**config.mk**
```make
export PLATFORM = sky130hd
export DESIGN_NAME = alu_ctrl_flat
export DESIGN_NICKNAME = d
export VERILOG_FILES = /design/src/rtl/alu_ctrl_if.sv /design/src/rtl/alu_ctrl.sv /design/src/flat_wrapper.sv
export SDC_FILE = /design/constraint.sdc
export NUM_CORES = 1
export LEC_CHECK = 0
export CORE_ASPECT_RATIO = 0.9
export CORE_UTILIZATION = 41
export CTS_CLUSTER_DIAMETER = 30
export DETAILED_ROUTE_END_ITERATION = 16
export GPL_TIMING_DRIVEN = 0
export PLACE_DENSITY_LB_ADDON = 0.15
export SYNTH_ARGS = -nofsm -noshare
export SYNTH_HDL_FRONTEND = slang
export SYNTH_SLANG_ARGS = --single-unit
```
**constraint.sdc**
```tcl
create_clock -name clk -period 1.7 [get_ports clk]
set_input_delay 0.425 -clock clk [delete_from_list [all_inputs] [get_ports clk]]
set_output_delay 0.425 -clock clk [all_outputs]
set_load 0.01 [all_outputs]
```
**src/rtl/alu_ctrl_if.sv**
```systemverilog
// alu_ctrl_if: command/response handshake bundle for alu_ctrl.
//   cmd_*  : operation request (valid/ready), operands a/b, 2-bit opcode
//   rsp_*  : result return (valid/ready), 8-bit data, opcode echo, error flag
// master = requester/consumer side, slave = the controller.
interface alu_ctrl_if;
  logic       cmd_valid;
  logic       cmd_ready;
  logic [3:0] cmd_a;
  logic [3:0] cmd_b;
  logic [1:0] cmd_op;
  logic       rsp_valid;
  logic       rsp_ready;
  logic [7:0] rsp_data;
  logic [1:0] rsp_op;
  logic       rsp_err;

  modport master (
    output cmd_valid, cmd_a, cmd_b, cmd_op, rsp_ready,
    input  cmd_ready, rsp_valid, rsp_data, rsp_op, rsp_err
  );

  modport slave (
    input  cmd_valid, cmd_a, cmd_b, cmd_op, rsp_ready,
    output cmd_ready, rsp_valid, rsp_data, rsp_op, rsp_err
  );
endinterface

```
**src/rtl/alu_ctrl.sv**
```systemverilog
// alu_ctrl: sequential front end for the 4-bit ALU.
//   Accepts one command at a time, drives registered operands + start to the
//   ALU, waits SETTLE_CYCLES, captures total and returns it on the response
//   channel. op_count counts completed response handshakes (wraps).
// Ports:
//   clk, rst_n            : clock (rising edge), async active-low reset
//   io (alu_ctrl_if.slave): cmd_* request, rsp_* response
//   alu_start/a/b/sel     : registered drive to the ALU
//   alu_total             : ALU result
//   busy                  : controller not in IDLE
//   op_count              : completed-operation counter
// Optional feature: define ALU_CTRL_DIVZERO_CHK_EN to short-circuit divide by
// zero (result 0xFF, rsp_err=1, ALU untouched). Undefined: rsp_err is always 0.
module alu_ctrl #(
  parameter int SETTLE_CYCLES = 1,
  parameter int CNT_W         = 8
) (
  input  logic             clk,
  input  logic             rst_n,
  alu_ctrl_if.slave        io,
  output logic             alu_start,
  output logic [3:0]       alu_a,
  output logic [3:0]       alu_b,
  output logic [1:0]       alu_sel,
  input  logic [7:0]       alu_total,
  output logic             busy,
  output logic [CNT_W-1:0] op_count
);

  typedef enum logic [1:0] {IDLE, DRIVE, SETTLE, RESP} state_e;

  state_e           state_q, state_d;
  logic [3:0]       cnt_q, cnt_d;
  logic             cmd_ready_q, cmd_ready_d;
  logic             alu_start_q, alu_start_d;
  logic [3:0]       alu_a_q, alu_a_d, alu_b_q, alu_b_d;
  logic [1:0]       alu_sel_q, alu_sel_d;
  logic             rsp_valid_q, rsp_valid_d;
  logic [7:0]       rsp_data_q, rsp_data_d;
  logic [1:0]       rsp_op_q, rsp_op_d;
  logic             rsp_err_q, rsp_err_d;
  logic             busy_q, busy_d;
  logic [CNT_W-1:0] op_count_q, op_count_d;
  logic             divz;

  // Without the check, divide by zero is just another ALU command, so the
  // short-circuit branch below is never taken and rsp_err stays 0.
`ifdef ALU_CTRL_DIVZERO_CHK_EN
  assign divz = (io.cmd_op == 2'b11) && (io.cmd_b == 4'd0);
`else
  assign divz = 1'b0;
`endif

  always_comb begin
    state_d     = state_q;
    cnt_d       = cnt_q;
    cmd_ready_d = cmd_ready_q;
    alu_start_d = alu_start_q;
    alu_a_d     = alu_a_q;
    alu_b_d     = alu_b_q;
    alu_sel_d   = alu_sel_q;
    rsp_valid_d = rsp_valid_q;
    rsp_data_d  = rsp_data_q;
    rsp_op_d    = rsp_op_q;
    rsp_err_d   = rsp_err_q;
    op_count_d  = op_count_q;
    case (state_q)
      IDLE: begin
        if (io.cmd_valid && cmd_ready_q) begin
          cmd_ready_d = 1'b0;
          if (divz) begin
            // ALU is never started; answer immediately.
            rsp_valid_d = 1'b1;
            rsp_data_d  = 8'hFF;
            rsp_op_d    = 2'b11;
            rsp_err_d   = 1'b1;
            state_d     = RESP;
          end else begin
            alu_a_d     = io.cmd_a;
            alu_b_d     = io.cmd_b;
            alu_sel_d   = io.cmd_op;
            alu_start_d = 1'b1;
            state_d     = DRIVE;
          end
        end
      end
      DRIVE: begin
        cnt_d   = 4'(SETTLE_CYCLES - 1);
        state_d = SETTLE;
      end
      SETTLE: begin
        if (cnt_q == 4'd0) begin
          rsp_data_d  = alu_total;
          rsp_op_d    = alu_sel_q;
          rsp_err_d   = 1'b0;
          rsp_valid_d = 1'b1;
          alu_start_d = 1'b0;
          state_d     = RESP;
        end else begin
          cnt_d = cnt_q - 4'd1;
        end
      end
      RESP: begin
        if (rsp_valid_q && io.rsp_ready) begin
          rsp_valid_d = 1'b0;
          op_count_d  = op_count_q + 1'b1;
          cmd_ready_d = 1'b1;
          state_d     = IDLE;
        end
      end
      default: state_d = IDLE;
    endcase
    busy_d = (state_d != IDLE);
  end

  always_ff @(posedge clk or negedge rst_n) begin
    if (!rst_n) begin
      state_q     <= IDLE;
      cnt_q       <= '0;
      cmd_ready_q <= 1'b1;
      alu_start_q <= 1'b0;
      alu_a_q     <= '0;
      alu_b_q     <= '0;
      alu_sel_q   <= '0;
      rsp_valid_q <= 1'b0;
      rsp_data_q  <= '0;
      rsp_op_q    <= '0;
      rsp_err_q   <= 1'b0;
      busy_q      <= 1'b0;
      op_count_q  <= '0;
    end else begin
      state_q     <= state_d;
      cnt_q       <= cnt_d;
      cmd_ready_q <= cmd_ready_d;
      alu_start_q <= alu_start_d;
      alu_a_q     <= alu_a_d;
      alu_b_q     <= alu_b_d;
      alu_sel_q   <= alu_sel_d;
      rsp_valid_q <= rsp_valid_d;
      rsp_data_q  <= rsp_data_d;
      rsp_op_q    <= rsp_op_d;
      rsp_err_q   <= rsp_err_d;
      busy_q      <= busy_d;
      op_count_q  <= op_count_d;
    end
  end

  assign io.cmd_ready = cmd_ready_q;
  assign io.rsp_valid = rsp_valid_q;
  assign io.rsp_data  = rsp_data_q;
  assign io.rsp_op    = rsp_op_q;
  assign io.rsp_err   = rsp_err_q;
  assign alu_start    = alu_start_q;
  assign alu_a        = alu_a_q;
  assign alu_b        = alu_b_q;
  assign alu_sel      = alu_sel_q;
  assign busy         = busy_q;
  assign op_count     = op_count_q;

endmodule

```
**src/flat_wrapper.sv**
```systemverilog
// flat-port wrapper written by rule: the top's interface ports become plain ports
module alu_ctrl_flat 
#(
  parameter int SETTLE_CYCLES = 1,
  parameter int CNT_W         = 8
)
  (clk, rst_n, alu_start, alu_a, alu_b, alu_sel, alu_total, busy, op_count, io_cmd_valid, io_cmd_a, io_cmd_b, io_cmd_op, io_rsp_ready, io_cmd_ready, io_rsp_valid, io_rsp_data, io_rsp_op, io_rsp_err);
  alu_ctrl_if io_i ();
  input  logic clk;
  input  logic rst_n;
  output logic alu_start;
  output logic [3:0] alu_a;
  output logic [3:0] alu_b;
  output logic [1:0] alu_sel;
  input  logic [7:0] alu_total;
  output logic busy;
  output logic [CNT_W-1:0] op_count;
  input wire logic [$bits(io_i.cmd_valid)-1:0] io_cmd_valid;
  input wire logic [$bits(io_i.cmd_a)-1:0] io_cmd_a;
  input wire logic [$bits(io_i.cmd_b)-1:0] io_cmd_b;
  input wire logic [$bits(io_i.cmd_op)-1:0] io_cmd_op;
  input wire logic [$bits(io_i.rsp_ready)-1:0] io_rsp_ready;
  output wire logic [$bits(io_i.cmd_ready)-1:0] io_cmd_ready;
  output wire logic [$bits(io_i.rsp_valid)-1:0] io_rsp_valid;
  output wire logic [$bits(io_i.rsp_data)-1:0] io_rsp_data;
  output wire logic [$bits(io_i.rsp_op)-1:0] io_rsp_op;
  output wire logic [$bits(io_i.rsp_err)-1:0] io_rsp_err;
  assign io_i.cmd_valid = io_cmd_valid;
  assign io_i.cmd_a = io_cmd_a;
  assign io_i.cmd_b = io_cmd_b;
  assign io_i.cmd_op = io_cmd_op;
  assign io_i.rsp_ready = io_rsp_ready;
  assign io_cmd_ready = io_i.cmd_ready;
  assign io_rsp_valid = io_i.rsp_valid;
  assign io_rsp_data = io_i.rsp_data;
  assign io_rsp_op = io_i.rsp_op;
  assign io_rsp_err = io_i.rsp_err;
  alu_ctrl #(.SETTLE_CYCLES(SETTLE_CYCLES), .CNT_W(CNT_W)) u_core (.clk(clk), .rst_n(rst_n), .io(io_i), .alu_start(alu_start), .alu_a(alu_a), .alu_b(alu_b), .alu_sel(alu_sel), .alu_total(alu_total), .busy(busy), .op_count(op_count));
endmodule
```
[Word level (Yosys, flattened, before mapping)]
Index checks and enable logic that the tools add are counted.
Storage, ports and cells
  bits of input ports: 22
  logic and storage cells: 52
  bits in registers: 38
  output and inout port bits: 33
Cells by class
  $add $sub $neg: 2
  reductions and logical operators: 16
  eq/ne operators: 7
  multiplexer cells: 15
Operators with widths (count)
  2-bit nonzero test: 5
  3-bit AND reduction: 3
  8-bit by 1-bit adder with 8-bit output (second input constant): 1
  2-bit one-hot mux with 4 select lines: 1
  4-bit one-hot mux with 2 select lines: 1
  2-bit AND reduction: 4
  1-bit two-way mux: 6
  2-bit two-way mux: 3
  2-bit by 1-bit != test with 1-bit output (second input constant): 3
  1-bit one-hot mux with 2 select lines: 3
  2-bit equality test (second input constant): 2
  4-bit zero test: 1
  4-bit two-way mux: 1
  4-bit by 1-bit subtractor with 4-bit output (second input constant): 1
  2-bit by 1-bit equality test with 1-bit output (second input constant): 1
  1-bit logical AND: 2
  2-bit zero test: 1
  2-bit != test (second input constant): 1

[Depth between registers and ports, before layout]
  depth in word-level cells: 4
  gate-level depth with buffers: 6
  gate-level depth less buffers: 5

[Worst setup path after synthesis]
No wires, ideal clock.
  path type: reg2reg
  start point: register u_core.cnt_q[0]
  end point: register u_core.rsp_data_q[0] (netlist: u_core.io.rsp_data[0])
  stages on the path, launching flop included: 7
  required time: 1575 ps
  data arrival time: 1409 ps
  buffers on the path: 1
  slack: 166 ps
  setup time: 125 ps
  clock period less this slack: 1534 ps
  cells stage by stage: dfrtp_1 inv_1 ha_1 nor3b_2 nand3b_2 buf_6 mux2_4
On the way
  word-level cells in the longest chain between the ends: 2
Ends and longest elaborated chain
  start: declaration: RTL line alu_ctrl.sv:33  | logic [3:0] cnt_q, cnt_d;
  start signal: assignment: RTL line alu_ctrl.sv:133  | cnt_q <= cnt_d;
  4-bit zero test: RTL line alu_ctrl.sv:92  | if (cnt_q == 4'd0) begin
  2-bit AND reduction (no line)
  end signal: assignment: RTL line alu_ctrl.sv:140  | rsp_data_q <= rsp_data_d;
  end: declaration: RTL line alu_ctrl.sv:39  | logic [7:0] rsp_data_q, rsp_data_d;
Every way passes these cells.
A chain may end at the register's enable or synchronous reset.

[Worst setup path in the final report]
  start point: register u_core.op_count_q[4] (netlist: u_core.op_count[4])
  end point: output op_count[4]
RTL lines
  start: declaration: RTL line alu_ctrl.sv:43  | logic [CNT_W-1:0] op_count_q, op_count_d;
  start signal: assignment: RTL line alu_ctrl.sv:144  | op_count_q <= op_count_d;
  end: declaration: RTL line flat_wrapper.sv:17  | output logic [CNT_W-1:0] op_count;
No word-level cell between the ends.

==> impl_metrics.yaml <==
power:
  ir_drop_v: 0.000858
  p_per_area_mw_per_mm2: 1660
  power_leakage_nw: 1.13
  power_w: 0.00406
setup_path:
  critPathKind: "flop to output port"
  worstPathCellList: "clkdlybuf4s50_1"
  path_delay_family: "buffers and inverters"
  r2r-end: "u_core.io.rsp_data[0]$_DFFE_PN0P_"
  crit_fanout: 3
  startpoint_type: "flop"
  endpoint_kind: "output port"
  cpPeakStageDelay_ns: 0.55
  cp.depth: 1
  cp.required_ns: 1.27
  cp_slowest_cell: "clkdlybuf4s50_1"
  regToRegSetupSlack_ns: 0.07
  reg2reg_depth: 6
  cp.buffers_inverters: 1
  r2r_start: "u_core.cnt_q[1]$_DFFE_PN0P_"
  worstPathArrival_ns: 1.22
layout:
  syn2layout_area_growth_pct: 45.1
  nets: 219
  antenna_cells: 0
  drive_above_1_share_pct: 26.2
  register_area_sq_um: 952
  stdcell_area_sq_mm: 0.00245
  nFillCells: 300
  multiInputGateArea_sq_um: 702
die:
  fp.dieH_um: 62.9
  fp.dieW_um: 69.6
  die_area_sq_mm: 0.00438
  io_pins: 55
  rows: 21
  initial_core_util_pct: 44.0
  core_area_sq_mm: 0.00384
detailed_routing:
  vias: 1213
  drc: 0
  drt_iter0_drc: 46
  drt_pre_antenna_iters: 4
  via_per_inst: 5.03
  wl_per_cell_um: 14.3
  ant_nets: 0
  drt-total-wl_um: 3450
placed_design:
  port_buffers: 53
  place_congestion: 0.704
  detailed_place_hpwl_um: 2380
  placed_area_sq_mm: 0.00227
synthesis:
  postSynthCellCount: 126
  synth_warnings: 0
  synth_cell_types: 36
  synth_top_area_cell: "dfrtp_1"
  ys_seq_area_share_pct: 56.4
  syn_nets: 151
  ys_ff_latch: 38
  syn_area_per_cell_sq_um: 13.4
  syn-cell-area_sq_mm: 0.00169
  synth.area.top_cells: "dfrtp_1 (55%), mux2_4 (14%), xnor2_1 (3.6%), mux2_2 (2.7%), ha_1 (2.2%)"
  yosysTopAreaCellShare_pct: 54.9
cts:
  cts_buffers: 5
  htreeDepth: 2
  cts_num_sinks: 38
  root_buffer: "clkbuf_8"
  cts_buffer_depth: 2
  clk_pin_slew_worst_paths_ns: 0.07
  clk_latency_ns: 0.29
  cts_tree: "yes"
global_routing:
  use_met1_pct: 20.2
  grtUsageMet3_pct: 7.58
  grt-ovfl-total: 0
  grt_first_pass_wirelength_um: 5860
  globalRouteMet2Util_pct: 29.2
  antenna_found_initial: 0
  grt_max_degree: 39
  grt_pass1_vias: 1228
  busiest_layer: "met2"
  grt_use_total_pct: 17.4
timing:
  min_period_ns: 1.65
  tightest_slew_ns: 0.829
  post-route-period-util_pct: 97.0
  fmax_mhz: 607
  finalSetupViolCount: 0
  clock_skew_ns: 0.00301
  hold_viol: 0
  slew_headroom_pct: 44.7
  slew_violations: 0
hold_path:
  hold_class: "input pin to asynchronous set/reset pin"
flow_run:
  drv_cap: 0
status:
  status: "completed"
per-stage QoR:
stage | instances | setup TNS, ns | setup WS (ns) | hold slack (ns) | utilization (%)
6_report | 241 | 0 | 0.0513 | 0.232 | 63.8
5_1_grt | 241 | -0.00198 | -0.00198 | 0.280 | 63.8
4_1_cts | 235 | 0 | 0.0110 | 0.257 | 62.4
3_5_place_dp | 225 | -0.312 | -0.0565 | 0.480 | 59.2
3_3_place_gp | 225 | -23.62 | -0.630 | 0.467 | 59.3
2_1_floorplan | 126 | 0 | 0.166 | 0.129 | -
flip-flops by register name, indices dropped and copies added (netlist names), 2 cells and up:
name and cells:
u_core.alu_a 4, u_core.alu_b 4, u_core.alu_sel 2, u_core.cnt_q 4
u_core.io.rsp_data 8, u_core.io.rsp_op 2, u_core.op_count 8, u_core.state_q 2
layer usage:
layer,vias to the layer above,routed length [um]
met1,595,1550
met5,-,0
met4,0,36
li1,572,-
met2,41,1650
met3,5,220
power breakdown:
part / switching, W / internal, W
clock network: 0.000299 / 0.000327
logic: 0.000702 / 0.00121
registers: 0.000256 / 0.00127
what timing repair did:
| item | 4_1_cts | 5_1_grt |
|---|---|---|
| setup buffers | 2 | 6 |
| hold buffers | 0 | 0 |
| setup endpoints to repair | 11 | 13 |
| resized for setup | 6 | 5 |
worst max path at each step:
stage / from / to / slack (ns)
after floorplan: u_core.cnt_q[0]$_DFFE_PN0P_ / u_core.io.rsp_data[0]$_DFFE_PN0P_ / 0.17
after global placement: rst_n / u_core.alu_a[1]$_DFFE_PN0P_ / -0.63
after detailed placement: io_rsp_ready / u_core.op_count[7]$_DFFE_PN0P_ / -0.06
after CTS: u_core.cnt_q[1]$_DFFE_PN0P_ / u_core.io.rsp_data[0]$_DFFE_PN0P_ / 0.01
after global routing: u_core.op_count[4]$_DFFE_PN0P_ / op_count[4] / -0.002
final: u_core.op_count[4]$_DFFE_PN0P_ / op_count[4] / 0.05
cells in the final DEF (no fill, tap or decap), types with 2 or more instances in the layout:
cell type | synthesis | routed
a31oi_1 | 2 | 2
and2_1 | 2 | 2
and3_1 | 2 | 2
buf_2 | 2 | 3
buf_4 | 1 | 9
clkbuf_1 | 1 | 2
clkbuf_8 | 0 | 6
clkdlybuf4s50_1 | 0 | 47
dfrtp_1 | 37 | 37
dlygate4sd2_1 | 0 | 2
dlymetal6s2s_1 | 0 | 3
ha_1 | 3 | 2
inv_2 | 0 | 2
mux2_2 | 4 | 4
mux2_4 | 16 | 16
nand2_1 | 7 | 7
nand3_1 | 4 | 4
nand4_1 | 4 | 4
nor2_1 | 4 | 4
nor2b_1 | 4 | 4
o21ai_0 | 3 | 3
o22ai_1 | 3 | 3
xnor2_1 | 7 | 7
final cells by class:
type	instances	area share [%]
flip-flops and latches	38	38.9
multi-input cells	80	28.7
repair buffers	61	24.1
clock buffers	7	3.53
well taps	46	2.35
plain buffers	6	1.94
inverters	2	0.307
clock inverters	1	0.204
cell usage after synthesis (all sizes together):
library cell  count
mux2             20
inv               2
buf               5
conb              1
nand2             7
nand2b            1
and2              2
nor2b             4
nand3b            1
o22ai             3
xnor2             7
a21o              1
a31oi             2
nor3b             2
nand3             4
dfrtp            37
nor2              5
o31ai             1
a21oi             1
a2bb2oi           1
o21ai             3
ha                3
nor3              1
dfstp             1
and3              3
nand4             4
clkbuf            1
nor4              1
and4              1
or3b              1
logic make-up (layout without fill, tap and decap cells):
kind of cell,count (synthesis),after routing,synth area share (%)
XOR/XNOR,7,7,3.63
AND/OR/NAND/NOR,37,37,13.0
multiplexers,20,20,16.9
other,1,1,0.222
AO/OA/AOI/OAI,12,12,4.52
buffers and inverters,8,77,3.04
adder cells (fa/ha/maj),3,3,2.22
flip-flops,38,38,56.4
(Power assumes the default switching activity.)
